`config.mk`:
```
export PLATFORM = sky130hd
export DESIGN_NAME = switch_ingress_arb_flat
export DESIGN_NICKNAME = d
export VERILOG_FILES = /design/src/rtl/switch_ingress_arb_if.sv /design/src/rtl/switch_ingress_arb.sv /design/src/flat_wrapper.sv
export SDC_FILE = /design/constraint.sdc
export NUM_CORES = 1
export LEC_CHECK = 0
export ABC_AREA = 1
export BUFFER_PORTS_ARGS = -buffer_cell sky130_fd_sc_hd__buf_4
export CAP_MARGIN = 25
export CORE_ASPECT_RATIO = 0.6
export CORE_MARGIN = 5
export CORE_UTILIZATION = 35
export CTS_BUF_LIST = sky130_fd_sc_hd__clkbuf_8 sky130_fd_sc_hd__clkbuf_16
export CTS_CLUSTER_SIZE = 16
export DETAILED_ROUTE_END_ITERATION = 10
export SKIP_LAST_GASP = 1
export SLEW_MARGIN = 20
export SYNTH_ARGS = -nofsm -noshare
export SYNTH_HDL_FRONTEND = slang
export SYNTH_SLANG_ARGS = --single-unit
export TNS_END_PERCENT = 30
```
`constraint.sdc`:
```
create_clock -name clk -period 3.9 [get_ports clk]
set_input_delay 0.195 -clock clk [delete_from_list [all_inputs] [get_ports clk]]
set_output_delay 0.195 -clock clk [all_outputs]
set_load 0.03 [all_outputs]
```
`src/rtl/switch_ingress_arb_if.sv`:
```
// Ingress bundle between the two packet sources, the arbiter and the switch input.
// slave is the arbiter side; master is the side that drives sources and watches the switch port.
interface switch_ingress_arb_if #(
  parameter int ADDR_WIDTH = 8,
  parameter int DATA_WIDTH = 16,
  parameter int FIFO_DEPTH = 4
);
  localparam int LW = $clog2(FIFO_DEPTH) + 1;

  logic                  s0_vld;
  logic                  s0_rdy;
  logic [ADDR_WIDTH-1:0] s0_addr;
  logic [DATA_WIDTH-1:0] s0_data;
  logic                  s1_vld;
  logic                  s1_rdy;
  logic [ADDR_WIDTH-1:0] s1_addr;
  logic [DATA_WIDTH-1:0] s1_data;
  logic [ADDR_WIDTH-1:0] addr;
  logic [DATA_WIDTH-1:0] data;
  logic                  vld;
  logic [LW-1:0]         s0_level;
  logic [LW-1:0]         s1_level;

  modport slave (
    input  s0_vld, s0_addr, s0_data, s1_vld, s1_addr, s1_data,
    output s0_rdy, s1_rdy, addr, data, vld, s0_level, s1_level
  );

  modport master (
    output s0_vld, s0_addr, s0_data, s1_vld, s1_addr, s1_data,
    input  s0_rdy, s1_rdy, addr, data, vld, s0_level, s1_level
  );
endinterface

```
`src/rtl/switch_ingress_arb.sv`:
```
// Two-source ingress stage: a FIFO per source, merged by a round-robin arbiter
// into the registered addr/data/vld stream the switch consumes.
module switch_ingress_arb #(
  parameter int ADDR_WIDTH = 8,
  parameter int DATA_WIDTH = 16,
  parameter int FIFO_DEPTH = 4
) (
  input logic               clk,
  input logic               rstn,
  switch_ingress_arb_if.slave bus
);
  localparam int PW  = $clog2(FIFO_DEPTH);
  localparam int LW  = PW + 1;
  localparam int PKT = ADDR_WIDTH + DATA_WIDTH;
  localparam logic [LW-1:0] FULL = LW'(FIFO_DEPTH);

  logic [PKT-1:0]        mem0 [FIFO_DEPTH];
  logic [PKT-1:0]        mem1 [FIFO_DEPTH];
  logic [PW-1:0]         wp0, rp0, wp1, rp1;
  logic [LW-1:0]         lvl0, lvl1, lvl0_nxt, lvl1_nxt;
  logic                  rdy0_q, rdy1_q;
  logic                  last_grant;
  logic                  vld_q;
  logic [ADDR_WIDTH-1:0] addr_q;
  logic [DATA_WIDTH-1:0] data_q;
  logic                  push0, push1, pop0, pop1;
  logic [PKT-1:0]        head0, head1;

  assign push0 = bus.s0_vld & rdy0_q;
  assign push1 = bus.s1_vld & rdy1_q;
  assign head0 = mem0[rp0];
  assign head1 = mem1[rp1];

  // Arbitration looks only at pre-edge levels, so a freshly pushed packet cannot bypass its FIFO.
  always_comb begin
    pop0     = 1'b0;
    pop1     = 1'b0;
    lvl0_nxt = lvl0;
    lvl1_nxt = lvl1;
    if ((lvl0 != '0) && (lvl1 != '0)) begin
      pop0 = last_grant;
      pop1 = ~last_grant;
    end else begin
      pop0 = (lvl0 != '0);
      pop1 = (lvl1 != '0);
    end
    lvl0_nxt = lvl0 + LW'(push0) - LW'(pop0);
    lvl1_nxt = lvl1 + LW'(push1) - LW'(pop1);
  end

  always_ff @(posedge clk) begin
    if (push0) mem0[wp0] <= {bus.s0_addr, bus.s0_data};
    if (push1) mem1[wp1] <= {bus.s1_addr, bus.s1_data};
  end

  always_ff @(posedge clk) begin
    if (!rstn) begin
      wp0        <= '0;
      rp0        <= '0;
      wp1        <= '0;
      rp1        <= '0;
      lvl0       <= '0;
      lvl1       <= '0;
      rdy0_q     <= 1'b0;
      rdy1_q     <= 1'b0;
      last_grant <= 1'b1;
      vld_q      <= 1'b0;
      addr_q     <= '0;
      data_q     <= '0;
    end else begin
      lvl0   <= lvl0_nxt;
      lvl1   <= lvl1_nxt;
      rdy0_q <= (lvl0_nxt < FULL);
      rdy1_q <= (lvl1_nxt < FULL);
      if (push0) wp0 <= wp0 + PW'(1);
      if (push1) wp1 <= wp1 + PW'(1);
      if (pop0) begin
        rp0        <= rp0 + PW'(1);
        last_grant <= 1'b0;
        vld_q      <= 1'b1;
        {addr_q, data_q} <= head0;
      end else if (pop1) begin
        rp1        <= rp1 + PW'(1);
        last_grant <= 1'b1;
        vld_q      <= 1'b1;
        {addr_q, data_q} <= head1;
      end else begin
        vld_q <= 1'b0;
      end
    end
  end

  assign bus.s0_rdy   = rdy0_q;
  assign bus.s1_rdy   = rdy1_q;
  assign bus.vld      = vld_q;
  assign bus.addr     = addr_q;
  assign bus.data     = data_q;
  assign bus.s0_level = lvl0;
  assign bus.s1_level = lvl1;
endmodule

```
`src/flat_wrapper.sv`:
```
// flat-port wrapper written by rule: the top's interface ports become plain ports
module switch_ingress_arb_flat 
#(
  parameter int ADDR_WIDTH = 8,
  parameter int DATA_WIDTH = 16,
  parameter int FIFO_DEPTH = 4
)
  (clk, rstn, bus_s0_vld, bus_s0_addr, bus_s0_data, bus_s1_vld, bus_s1_addr, bus_s1_data, bus_s0_rdy, bus_s1_rdy, bus_addr, bus_data, bus_vld, bus_s0_level, bus_s1_level);
  switch_ingress_arb_if #(.ADDR_WIDTH(ADDR_WIDTH), .DATA_WIDTH(DATA_WIDTH), .FIFO_DEPTH(FIFO_DEPTH)) bus_i ();
  input logic clk;
  input logic rstn;
  input wire logic [$bits(bus_i.s0_vld)-1:0] bus_s0_vld;
  input wire logic [$bits(bus_i.s0_addr)-1:0] bus_s0_addr;
  input wire logic [$bits(bus_i.s0_data)-1:0] bus_s0_data;
  input wire logic [$bits(bus_i.s1_vld)-1:0] bus_s1_vld;
  input wire logic [$bits(bus_i.s1_addr)-1:0] bus_s1_addr;
  input wire logic [$bits(bus_i.s1_data)-1:0] bus_s1_data;
  output wire logic [$bits(bus_i.s0_rdy)-1:0] bus_s0_rdy;
  output wire logic [$bits(bus_i.s1_rdy)-1:0] bus_s1_rdy;
  output wire logic [$bits(bus_i.addr)-1:0] bus_addr;
  output wire logic [$bits(bus_i.data)-1:0] bus_data;
  output wire logic [$bits(bus_i.vld)-1:0] bus_vld;
  output wire logic [$bits(bus_i.s0_level)-1:0] bus_s0_level;
  output wire logic [$bits(bus_i.s1_level)-1:0] bus_s1_level;
  assign bus_i.s0_vld = bus_s0_vld;
  assign bus_i.s0_addr = bus_s0_addr;
  assign bus_i.s0_data = bus_s0_data;
  assign bus_i.s1_vld = bus_s1_vld;
  assign bus_i.s1_addr = bus_s1_addr;
  assign bus_i.s1_data = bus_s1_data;
  assign bus_s0_rdy = bus_i.s0_rdy;
  assign bus_s1_rdy = bus_i.s1_rdy;
  assign bus_addr = bus_i.addr;
  assign bus_data = bus_i.data;
  assign bus_vld = bus_i.vld;
  assign bus_s0_level = bus_i.s0_level;
  assign bus_s1_level = bus_i.s1_level;
  switch_ingress_arb #(.ADDR_WIDTH(ADDR_WIDTH), .DATA_WIDTH(DATA_WIDTH), .FIFO_DEPTH(FIFO_DEPTH)) u_core (.clk(clk), .rstn(rstn), .bus(bus_i));
endmodule
```
==> results of run 1 <==
## power breakdown
part           switching (mW)  total (mW)  internal (mW)
Clock                   0.903        2.12           1.21
Combinational            1.80        2.63          0.829
Sequential              0.157        3.20           3.04
## state kept, by name (all words and copies together) (netlist names), named ones only
name,count
u_core.mem0,96
u_core.mem1,96
u_core.bus.data,16
u_core.bus.addr,8
u_core.bus.s0_level,3
u_core.bus.s1_level,3
u_core.rp0,2
u_core.rp1,2
u_core.wp0,2
u_core.wp1,2
u_core.bus.s0_rdy,1
u_core.bus.s1_rdy,1
u_core.bus.vld,1
u_core.last_grant,1
## kinds of logic (layout without fill, tap and decap cells)
logic type / after synthesis / count (layout) / share of synthesized area [%]
adder cells (fa/ha/maj): 13 / 13 / 1.90
flip-flops: 238 / 238 / 71.7
AO/OA/AOI/OAI: 129 / 129 / 7.35
buffers and inverters: 78 / 220 / 4.49
AND/OR/NAND/NOR: 322 / 322 / 14.2
XOR/XNOR: 4 / 4 / 0.375
## synthesized netlist by cell type (all sizes together) (4+ instances only)
cell type | number | area share [%]
ha | 11 | 1.5
dfxtp | 46 | 9.9
buf | 30 | 2.5
clkbuf | 8 | 0.34
inv | 38 | 1.6
a21oi | 43 | 2.4
o22ai | 17 | 1.1
nand3 | 51 | 2.7
o21ai | 66 | 3.5
nor2 | 113 | 4.9
nand2 | 158 | 6.6
xor2 | 4 | 0.38
edfxtp | 192 | 62
## per-layer routing
metal  part of all wire [%]  wire (um)  global-route usage, %  up-vias
met2                     44       9050                   20.9      134
met1                     47       9740                   20.2     2772
li1                       -          -                      -     2958
met4                    2.0        407                   3.06        0
met5                      0          0                      0        -
met3                    7.1       1470                   3.81       32
## worst max path at each step
| stage | start | slack, ns | to |
|---|---|---|---|
| 5_1_grt | u_core.bus.s0_level[1] | 0.95 | u_core.bus.s1_level[2] |
| 3_3_place_gp | u_core.bus.s0_level[1] | 1.32 | u_core.bus.s1_level[2] |
| 2_1_floorplan | u_core.bus.s0_level[0] | 1.51 | u_core.bus.s1_level[2] |
| 6_report | u_core.bus.s0_level[1] | 1.32 | u_core.bus.s1_level[2] |
| 3_5_place_dp | u_core.bus.s0_level[1] | 1.30 | u_core.bus.s1_level[2] |
| 4_1_cts | u_core.bus.s0_level[1] | 1.28 | u_core.bus.s1_level[2] |
## final cells by class
cell class	instances	area share [%]
Timing Repair Buffer	141	10.3
Clock inverter	15	1.01
Clock buffer	24	5.15
Sequential cell	238	58.4
Tap cell	360	3.94
Inverter	40	1.35
Multi-Input combinational cell	468	19.8
## cells in the final DEF (no fill, tap or decap)
master | Yosys | final
xor2_1 | 4 | 4
fa_1 | 2 | 2
clkinv_2 | 1 | 2
o22ai_1 | 17 | 17
o21bai_1 | 1 | 1
nor2_1 | 107 | 99
o21ai_0 | 51 | 51
clkbuf_16 | 0 | 23
edfxtp_1 | 192 | 192
clkbuf_8 | 0 | 1
a21oi_1 | 40 | 40
nor2_2 | 3 | 7
inv_6 | 0 | 1
buf_4 | 9 | 92
dlygate4sd3_1 | 0 | 49
inv_1 | 32 | 43
nand2_2 | 3 | 3
nand3_1 | 51 | 51
a21oi_2 | 3 | 3
inv_4 | 1 | 1
nand2_1 | 153 | 153
o211ai_1 | 2 | 2
ha_1 | 11 | 11
nand2_4 | 2 | 2
nor2_4 | 3 | 7
inv_2 | 5 | 5
bufinv_16 | 0 | 2
o21ai_1 | 15 | 15
dfxtp_1 | 46 | 46
clkinv_1 | 1 | 1
## metrics by stage
step	cell area (um2)	power, mW	std cells	hold slack, ns	utilization [%]
after floorplan	9330	5.20	784	0.294	-
after CTS	11400	8.04	1286	0.230	43.4
final	11400	7.94	1286	0.230	43.4
after global routing	11400	8.47	1286	0.280	43.4
after detailed placement	10200	5.88	1198	0.400	38.9
after global placement	10200	5.85	1198	0.398	38.9
## tightest hold or removal path: stages
cell and delay (ns):
buf_4 0.08, nand2_1 0.23, a21oi_1 0.21
## what timing repair did
action	CTS	global route
hold buffers	49	0
endpoints found under the setup margin	0	0
hold endpoints to repair	193	0
==> results.cfg, run 1 <==
[worst_hold_path]
worst_hold_startpoint = bus_s1_vld
worst_hold_path.endpoint = u_core.wp1[1]
min_delay_path_depth = 3
hold_class = in2reg

[critical_path]
critical_path_arrival_ns = 3.01
critical_path_cell_count = 13
worst_r2r_endpoint = u_core.bus.s1_level[2]
regToRegStartpoint = u_core.bus.s0_level[1]
reg2reg_depth = 13
r2r_slack_ns = 1.32
critical_path.max_stage_delay_ns = 0.42
cpMaxStageDelayCell = dfxtp_1
crit_top_cell = inv_1
worstSetupPathType = reg2reg
worstPathBufferInverterCount = 4
worst_path_cell_chain = nor2_2, nand2_2, nand2_1, nand2_2, clkinv_2, ha_1, inv_1, ha_1, inv_1, fa_1, xor2_1, inv_1, nor2_1
timing.critical_path.required_ns = 4.33
critical_path.endpoint_type = flip-flop
timing.critical_path.max_delay_family = adder cells
timing.critical_path.from_type = flip-flop
critical_path_peak_fanout = 15

[die]
fp.dieW_um = 221
start_util_pct = 35.4
die_h_um = 136
fp.coreArea_mm2 = 0.0264
std_cell_rows = 46
die_area_mm2 = 0.0301
ioPinCount = 85

[clocking]
worst_skew_pair.late_latency_ns = 0.51
max-clock-path-buffers = 3
cts_root_buf = clkbuf_16
cts.reportedPaths.clkPinSlew_ns = 0.06
cts_resized = 0
numCtsBuffers = 22
post-cts-setup-buffer-count = 0
cts.sink_count = 238
h_tree_lvls = 1
tritoncts_clock_tree = yes

[sta]
final-setup-viol-count = 0
fin_tns_setup_ns = 0
finalWorstPathRequiredPeriod_ns = 2.58
clock_skew_ns = 0.0116
hold_violations_final = 0
relative_max_transition_margin_pct = 42.4
maxSlewViolCount = 0
setup_repair_after_global_routing_missed_its_margin = no
fmaxAchievable_ghz = 0.387
final_min_period_over_clock_period_pct = 66.2
fin_ws_ns = 1.32
actual_transition_at_the_worst_max_transition_pin_ns = 0.863

[global_route]
globalRouteTotalUtil_pct = 13.9
grt_antenna_before_repair = 0
grt_pass1_vias = 5824
globalRouteOverflowTotal = 0
grt_max_degree = 50
grt_first_pass_wirelength_um = 32300

[yosys]
syn-mean-instance-area_um2 = 11.9
post_synth_inst_count = 784
synth.ff_latch_count = 238
mappedNetlistNets = 849
netlist-cell-type-count = 30
synthArstFlopShare_pct = 0
synth-edff-count = 192
synthFlopType = edfxtp_1
yosysSeqAreaShare_pct = 71.7
yosysWarnings = 0
synthesis.area_mm2 = 0.00933

[placed_design]
place.gp.congestion = 0.732
io_buffer_count = 84
place_worst_setup_slack_ns = 1.30
detailed_place_hpwl_um = 13500

[route]
postRouteAntennaNets = 0
drt_first_iter_violations = 362
drt-pass1-iter-count = 4
vias_per_cell = 4.58
post-route-drc-count = 0
dr_total_vias = 5896
routed_wl_um = 20700
post_drt_wl_per_cell_um = 16.1

[finish]
antenna-diode-count = 0
area_growth_pct = 22.6
nNetsFinal = 976
multi_input_comb_area_mm2 = 0.00226
drive_above_1_share_pct = 16.1
register_area_mm2 = 0.00669
fill_cells = 2486

[run]
max_cap_viol_count = 0

[power_and_ir_drop]
peakVddDrop_mv = 0.414
leakage_nw = 4.33
p_per_area_mw_per_mm2 = 694

[outcome]
status = completed
Power figures use the tool's default switching activity.
==> inputs of run 2 (changes only) <==
clock period = 2.4 ns   (was 3.9 ns; I/O delays follow)
==> run 2 against run 1 <==
Compared with the run above: register-to-register slack lost 1.1 ns; global-route usage is essentially flat; first-iteration DRC count is 31% higher; total power increased by 62%; sequential share of layout area is 0.31 points lower; critical path type unchanged.
==> results.cfg, run 2 (same netlist as run 1, synthesis figures left out) <==
[outcome]
status = completed

[placed_design]
place.gp.congestion = 0.754
place.detailed.instances = 1210
place_worst_setup_slack_ns = 0.242
io_buffer_count = 84
detailed_place_hpwl_um = 13400

[finish]
nNetsFinal = 988
area_growth_pct = 23.3
most_frequent_cells_in_the_layout = edfxtp_1, nand2_1, buf_4
antenna-diode-count = 0
instances_no_fill = 1299
register_area_mm2 = 0.00669
drive_above_1_share_pct = 17.5
fill_cells = 2485
layout.cells.most_common = edfxtp_1
finish.utilization_pct = 43.6
multi_input_comb_area_mm2 = 0.00224

[sta]
final-setup-viol-count = 0
hold_violations_final = 0
maxSlewViolCount = 0
actual_transition_at_the_worst_max_transition_pin_ns = 0.655
fmaxAchievable_ghz = 0.463
setup_repair_after_global_routing_missed_its_margin = no
final_min_period_over_clock_period_pct = 90.0
fin_ws_ns = 0.239
finalWorstPathRequiredPeriod_ns = 2.16
fin_tns_setup_ns = 0
relative_max_transition_margin_pct = 56.2
clock_skew_ns = 0.0103
holdWs_ns = 0.127

[route]
drt-pass1-iter-count = 4
drt_first_iter_violations = 475
routed_wl_um = 20900
postRouteAntennaNets = 0
dr_total_vias = 6004
post-route-drc-count = 0
post_drt_wl_per_cell_um = 16.1
vias_per_cell = 4.62

[global_route]
grt_first_pass_wirelength_um = 32600
globalRouteTotalUtil_pct = 13.9
globalRouteMet1Util_pct = 20.5
grt_antenna_before_repair = 0
groute.layer.met2.usage_pct = 21.5
grt_max_degree = 49
grt_met3_usage_pct = 2.96
global_route.peak_usage_layer = met2
grt_pass1_vias = 5804
globalRouteOverflowTotal = 0

[clocking]
tritoncts_clock_tree = yes
cts.reportedPaths.clkPinSlew_ns = 0.07
cts_root_buf = clkbuf_16
numCtsBuffers = 22
h_tree_lvls = 1
max-clock-path-buffers = 3
cts.sink_count = 238
worst_skew_pair.late_latency_ns = 0.51

[run]
max_cap_viol_count = 0

[die]
ioPinCount = 85
fp.dieW_um = 221
std_cell_rows = 46
die_h_um = 136
start_util_pct = 35.4
die_area_mm2 = 0.0301
fp.coreArea_mm2 = 0.0264

[critical_path]
critical_path_arrival_ns = 2.60
critical_path.endpoint_type = flip-flop
reg2reg_depth = 13
worstSetupPathType = reg2reg
critical_path_peak_fanout = 6
timing.critical_path.required_ns = 2.84
timing.critical_path.from_type = flip-flop

[power_and_ir_drop]
peakVddDrop_mv = 0.813
leakage_nw = 4.37
p_per_area_mw_per_mm2 = 1120

[worst_hold_path]
min_delay_path_depth = 3
hold_class = in2reg
-- run 2: cell count changes in the layout (fill, tap and decap cells not counted), moves of 2 or more --
cell and delta:
buf_4 +11, inv_1 -5, nor2_2 +4, nor2_4 -4, clkinv_1 +3, bufinv_16 -2, clkbuf_8 +2, clkinv_2 +2
clkinv_4 +2
-- run 2: what timing repair did --
action	CTS	global route
endpoints found under the hold margin	209	0
gates resized for setup	0	0
hold buffers	49	0
setup buffers	0	0
-- run 2: path summary, 6_finish.rpt --
kind                          startpoint                endpoint  slack (ns)
setup / recovery  u_core.bus.s0_level[1]  u_core.bus.s1_level[2]        0.24
hold / removal                bus_s1_vld           u_core.wp1[0]        0.13
setup reg to reg  u_core.bus.s0_level[1]  u_core.bus.s1_level[2]        0.24
hold reg to reg            u_core.rp0[1]               flip-flop        0.48
-- run 2: layer usage --
layer	up-vias	part of all wire [%]
li1	2990	-
met1	2875	49
met2	112	45
met3	27	5.2
met4	0	1.5
met5	-	0
-- run 2: final cells by class --
| type | instances | share of cell area (%) |
|---|---|---|
| clock inverter | 14 | 0.577 |
| inverter | 40 | 1.34 |
| sequential | 238 | 58.1 |
| multi-input combinational | 468 | 19.5 |
| timing repair buffer | 153 | 11.2 |
| clock buffer | 26 | 5.36 |
| tap | 360 | 3.92 |
-- run 2: through the flow --
step           area [um2]  power [mW]
2_1_floorplan        9330        8.45
3_3_place_gp        10300        9.61
3_5_place_dp        10300        9.66
4_1_cts             11500        13.1
5_1_grt             11500        13.8
6_report            11500        12.9
-- run 2: critical path, cell delays in order (launching register included) --
cell and delay (ns):
dfxtp_1 0.43, nor2_2 0.06, nand2_2 0.16, nand2_1 0.09, nand2_2 0.08, clkinv_2 0.06, ha_1 0.26, inv_1 0.06
ha_1 0.13, inv_1 0.05, fa_1 0.36, xor2_1 0.20, inv_1 0.06, nor2_1 0.08
-- run 2: report_power, final --
part	total, mW	internal, mW	switching (mW)
registers	5.21	4.94	0.262
logic	4.37	1.46	2.91
clock network	3.30	1.83	1.47
